===== config.mk =====
export PLATFORM = sky130hd
export DESIGN_NAME = sc_stream_gen
export DESIGN_NICKNAME = d
export VERILOG_FILES = /design/src/rtl/sc_pkg.sv /design/src/rtl/sc_rng.sv /design/src/rtl/sc_stream_gen.sv
export SDC_FILE = /design/constraint.sdc
export NUM_CORES = 1
export LEC_CHECK = 0
export ABC_AREA = 0
export BUFFER_PORTS_ARGS = -buffer_cell sky130_fd_sc_hd__buf_2
export CAP_MARGIN = 20
export CORE_MARGIN = 2
export CORE_UTILIZATION = 25
export DETAILED_ROUTE_END_ITERATION = 10
export GPL_ROUTABILITY_DRIVEN = 0
export RECOVER_POWER = 50
export SLEW_MARGIN = 5
export SYNTH_ARGS = -nofsm -noshare
export SYNTH_HDL_FRONTEND = slang
export SYNTH_SLANG_ARGS = --single-unit

===== constraint.sdc =====
create_clock -name i_clk_sng -period 1.5 [get_ports i_clk_sng]
set_input_delay 0.3 -clock i_clk_sng [delete_from_list [all_inputs] [get_ports i_clk_sng]]
set_output_delay 0.3 -clock i_clk_sng [all_outputs]
set_load 0.02 [all_outputs]

===== src/rtl/sc_pkg.sv =====
// Shared types and constants for the stochastic-computing stream generator.
// Holds the FSM state type, frame/word sizes, LFSR seed and the BN-to-threshold helper.
package sc_pkg;

   localparam int SC_LEN    = 16;
   localparam int SC_W      = 4;
   localparam int NUM_LANES = 4;
   localparam logic [SC_W-1:0] SEED = 4'h1;

   typedef enum logic [1:0] {
      IDLE,
      STREAM,
      DONE
   } sc_state_e;

   // Two's-complement x in -8..7 plus 8 is just the MSB inverted; kept 5 bits wide.
   function automatic logic [SC_W:0] bias(input logic [SC_W-1:0] x);
      return {1'b0, ~x[SC_W-1], x[SC_W-2:0]};
   endfunction

endpackage


===== src/rtl/sc_rng.sv =====
// 4-bit de Bruijn sequence generator: an LFSR extended to also visit the all-zero state,
// so every value 0..15 appears exactly once per 16 enabled cycles.
module sc_rng
   import sc_pkg::*;
(
   input  logic            clk,
   input  logic            rst_n,
   input  logic            load,
   input  logic            en,
   output logic [SC_W-1:0] value
);

   logic [SC_W-1:0] lfsr;
   logic [SC_W-1:0] lfsr_next;

   // The zero-detect term splices 0000 into the maximal-length cycle between 1000 and 0001.
   assign lfsr_next = {lfsr[2:0], lfsr[3] ^ lfsr[2] ^ (lfsr[2:0] == 3'b000)};

   always_ff @(posedge clk or negedge rst_n) begin
      if (!rst_n) begin
         lfsr <= SEED;
      end else if (load) begin
         lfsr <= SEED;
      end else if (en) begin
         lfsr <= lfsr_next;
      end
   end

   assign value = lfsr;

endmodule


===== src/rtl/sc_stream_gen.sv =====
// Converts four latched bipolar (BN) values into 16-cycle stochastic bitstreams, one lane per value,
// using a shared de Bruijn source rotated differently per lane to decorrelate the lanes.
module sc_stream_gen
   import sc_pkg::*;
(
   input  logic                           i_clk_sng,
   input  logic                           i_rst_sng,
   input  logic                           i_start_sng,
   input  logic                           i_stop_sng,
   input  logic [NUM_LANES-1:0][SC_W-1:0] i_x_sng,
   output logic                           o_busy,
   output logic [NUM_LANES-1:0]           o_sn_bit,
   output logic                           o_done
);

   sc_state_e                     state;
   sc_state_e                     state_next;
   logic                          load;
   logic [SC_W-1:0]               cnt;
   logic [NUM_LANES-1:0][SC_W-1:0] x_lat;
   logic [SC_W-1:0]               lfsr;

   always_comb begin
      // NOTE: every always_comb output gets a default first so no path leaves it unassigned (no latch).
      state_next = state;
      load       = 1'b0;
      unique case (state)
         IDLE: begin
            if (i_start_sng && !i_stop_sng) begin
               state_next = STREAM;
               load       = 1'b1;
            end
         end
         STREAM: begin
            if (i_stop_sng) begin
               state_next = IDLE;
            end else if (cnt == SC_W'(SC_LEN - 1)) begin
               state_next = DONE;
            end
         end
         DONE:    state_next = IDLE;
         default: state_next = IDLE;
      endcase
   end

   // NOTE: state uses non-blocking assignments with an asynchronous reset so a mid-frame reset takes effect at once.
   always_ff @(posedge i_clk_sng or negedge i_rst_sng) begin
      if (!i_rst_sng) begin
         state <= IDLE;
         cnt   <= '0;
         x_lat <= '0;
      end else begin
         state <= state_next;
         if (load) begin
            x_lat <= i_x_sng;
         end
         if (state == STREAM && !i_stop_sng) begin
            cnt <= cnt + 1'b1;
         end else begin
            cnt <= '0;
         end
      end
   end

   sc_rng u_rng (
      .clk   (i_clk_sng),
      .rst_n (i_rst_sng),
      .load  (load),
      .en    (state == STREAM),
      .value (lfsr)
   );

   assign o_busy = (state == STREAM);
   assign o_done = (state == DONE);

   // Outputs depend only on registered state, lfsr and latched x, never on the live inputs.
   for (genvar k = 0; k < NUM_LANES; k++) begin : g_lane
      logic [2*SC_W-1:0] dbl;
      logic [SC_W-1:0]   rand_k;

      assign dbl         = {lfsr, lfsr};
      assign rand_k      = dbl[2*SC_W-1-k -: SC_W];
      assign o_sn_bit[k] = o_busy && ({1'b0, rand_k} < bias(x_lat[k]));
   end

endmodule

==> summary.md <==
The aggregate routed wire length is 3.04 mm. The fmax came out at 532 MHz. After routing the design area is 1870 um^2. The run gives 0.28 ns as the worst-skew pair later-pin latency. Counting I/O delays and the setup requirement, the final critical path takes 1.88 ns. After detailed placement, the total cell area comes to 1610 um^2.

The count of mapped cells out of synthesis came out at 127. The clock root buffer was sky130_fd_sc_hd__clkbuf_8. The share of layout cells above drive strength 1 was 0.413; the count of nets after finishing was 201. The transition at the pin with the smallest max-transition slack is 1.37 ns. In the routed layout, each cell is associated on average with a via count of 4.38. For this run, design rule violations remaining after detail routing come to 0. The height of the die was 77.8 um; the max-capacitance violation count was 0.

The element type at the critical path start is a flop. The initial DRC count was 18; the placeable core area was 5170 um^2. The most congested layer reported by global routing is met2.

The starting density of the core was 0.263; the critical-path maximum fanout was 4. The number of placed instances with taps included is 226. The all-layer global routing usage is 0.106. Clock skew on the completed layout was measured at 0.00963 ns. For the routing usage on met2, the log shows 0.183. The tools report the final core utilization as 0.361. Relative to the synthesized area, the layout overhead comes to 37.2%.

For the via count of the first global-routing pass, the log shows 1078. The initialized floorplan defines 26 standard-cell rows. Leaving out filler cells and counting taps, the final layout contains 237.

Setup total negative slack on the finished layout was measured at -1.18 ns. The most used flip-flop cell after synthesis is sky130_fd_sc_hd__dfrtp_1. Family with the most delay on the worst path: flip-flops. The total die area came out at 6050 um^2. The critical path buffer and inverter count works out to 1. The run finished, with violations left. The final setup slack of the worst path is -0.380 ns.

The total number of H-tree levels came out at 1. The final reports fail on setup timing. The min-delay analysis places its worst path in the category input port to flop.

The final worst-path cycle share was 1.25; the synthesized netlist net count was 160. Pin placement for this block handled 26 I/O pins. For this run, the detailed router's first-pass iteration total came to 4. After clock tree synthesis, the clock-pin slew on the worst setup and hold paths is 0.10 ns.

The post-synthesis sequential element count came out at 26. Setup violations remaining at the end of the flow were counted as 4. The async set or reset register ratio after synthesis was 1.00. The worst supply voltage drop on vdd came out at 0.410 mV. The total via count in the routed design is 1037. For the filler cell count in the final layout, the log shows 522. In this run the static leakage power is 0.875 nW. The run gives 0 as the synthesis warning total. Counting flops with a built-in enable in the synthesized netlist gives 0. Global routing met1 resource utilization: 0.129. The run gives 29 as the maximum number of pins on one net before global-route repair. The tools report the hold buffer count at cts as 0. The tools report the number of unique standard cell types used by synthesis as 26. The required time at the endpoint of the critical path is 1.20 ns, and the number of buffers added on ports is 25. STA classifies the critical path endpoint as an output port. The minimum hold slack was 0.222 ns. For the fraction of met3 tracks used by global routing, the log shows 0.0186. The run gives 0 as the count of final hold-check violations. The average instance in the mapped netlist occupies 10.7 um^2. The final routed wire length divided by cell count came out at 12.8 um.

Among all stages on the critical path, the largest delay is contributed by sky130_fd_sc_hd__dfstp_2. Worst slew margin relative to its limit: 0.0857. The first-pass GRT wire length is 5.05 mm.

Walking the worst path, the cells encountered are ha_1, a211oi_2, o21a_2, buf_6. The overall power was 2.57 mW; the arrival time reported for the critical path endpoint was 1.58 ns. Setup repair after global routing could not meet its margin everywhere. The start-to-end type of the worst setup path is flop to output port. The power per standard cell area is 1380 nW/um^2.

The total clock sinks is 26. The detail route stage leaves a number of antenna-violating nets equal to 0. The final max-slew violation count is 0, and the synthesized cell area is 1360 um^2. Detailed placement HPWL: 2.13 mm. Delay contributed by the slowest stage of the critical path: 0.58 ns.

The share of the yosys chip area belonging to registers is 0.479, and the maximum clock path buffer count is 2. Width of the die: 77.8 um. Clock tree synthesis inserted a total of 3 buffers.

After global routing the overflow that remains totals 0. The number of antenna violations at the first check in global routing is 0. The worst setup timing slack at the placement stage is -0.135 ns. TritonCTS built the clock tree.

The run gives 0 as the diode insertion count for antenna repair.
-- area by class of cell --
type                            instances  area, um^2  share of cell area
Clock buffer                            3        41.3              0.0221
Clock inverter                          1        30.0              0.0161
Inverter                                9        33.8              0.0181
Multi-Input combinational cell         88         722               0.387
Sequential cell                        26         657               0.352
Tap cell                               70        87.6              0.0469
Timing Repair Buffer                   40         294               0.158
-- synth_stat cells, types with 2 or more instances --
master                     number  share of area
sky130_fd_sc_hd__dfrtp_1       25           0.46
sky130_fd_sc_hd__ha_1          13           0.12
sky130_fd_sc_hd__nor2_1         9          0.025
sky130_fd_sc_hd__a211oi_1       5          0.028
sky130_fd_sc_hd__nand2b_1       7          0.032
sky130_fd_sc_hd__o21a_1         4          0.022
sky130_fd_sc_hd__nand3_1        2         0.0074
sky130_fd_sc_hd__inv_1          8          0.022
sky130_fd_sc_hd__nand3b_1       2          0.011
sky130_fd_sc_hd__mux2_2         8          0.066
sky130_fd_sc_hd__o21ai_0       15          0.055
sky130_fd_sc_hd__buf_6          2          0.017
sky130_fd_sc_hd__nand2_1       14          0.039
-- sequential cells by signal, summed over array words and instances, names as in the netlist --
name         count
state            2
x_lat           16
u_rng.value      4
cnt              4
-- logic make-up (layout without fill, tap and decap cells) --
kind of cell,Yosys count,after routing,synth area share
buf+inv,13,53,0.0580
simple gates,38,38,0.144
compound gates,27,27,0.121
fa+ha+maj,13,13,0.120
xor+xnor,2,2,0.0129
flops,26,26,0.479
mux,8,8,0.0662
-- worst paths after layout --
path / depth (start not counted) / to / slack (ns) / from
min reg2reg: 1 / cnt[0] / 0.48 / cnt[0]
max in group asynchronous: 1 / u_rng.value[1] / 0.28 / i_rst_sng
min: 3 / x_lat[5] / 0.22 / i_x_sng[5]
max: 4 / o_sn_bit[1] / -0.38 / u_rng.value[0]
min in group asynchronous: 1 / u_rng.value[3] / 0.32 / i_rst_sng
max reg2reg: 4 / x_lat[15] / 0.02 / state[1]
-- repair_timing --
action,CTS,global route
gates resized for setup,24,13
pin swaps,3,1
setup endpoints to repair,6,6
buffers inserted,3,4
-- per-layer routing --
metal  share of wire  wire length, um
met5               0                0
met4           0.015               46
met3           0.027               81
met2            0.47             1440
met1            0.48             1470
-- placed cells by master (no fill, tap or decap), drive strengths merged, types with 2 or more instances in the layout --
cell,netlist,final
mux2,8,8
nand3b,2,2
nand3,2,2
o21a,4,4
buf,4,39
nand2,14,14
a211oi,5,5
o21ai,15,15
ha,13,13
nand2b,7,7
inv,9,9
nor2,9,9
and3,2,2
dfrtp,25,25
clkbuf,0,4
-- tightest hold or removal path: stages --
cell                      delay, ns
sky130_fd_sc_hd__buf_2         0.07
sky130_fd_sc_hd__nand2_1       0.04
sky130_fd_sc_hd__o21ai_0       0.06
-- power breakdown --
part           internal (mW)  total [mW]  switching (mW)  leakage, nW
sequential             0.847       0.966           0.119        0.318
clock                  0.357       0.590           0.232       0.0357
combinational          0.559        1.02           0.456        0.522
total                   1.76        2.57           0.808        0.875
(Power assumes the default switching activity.)
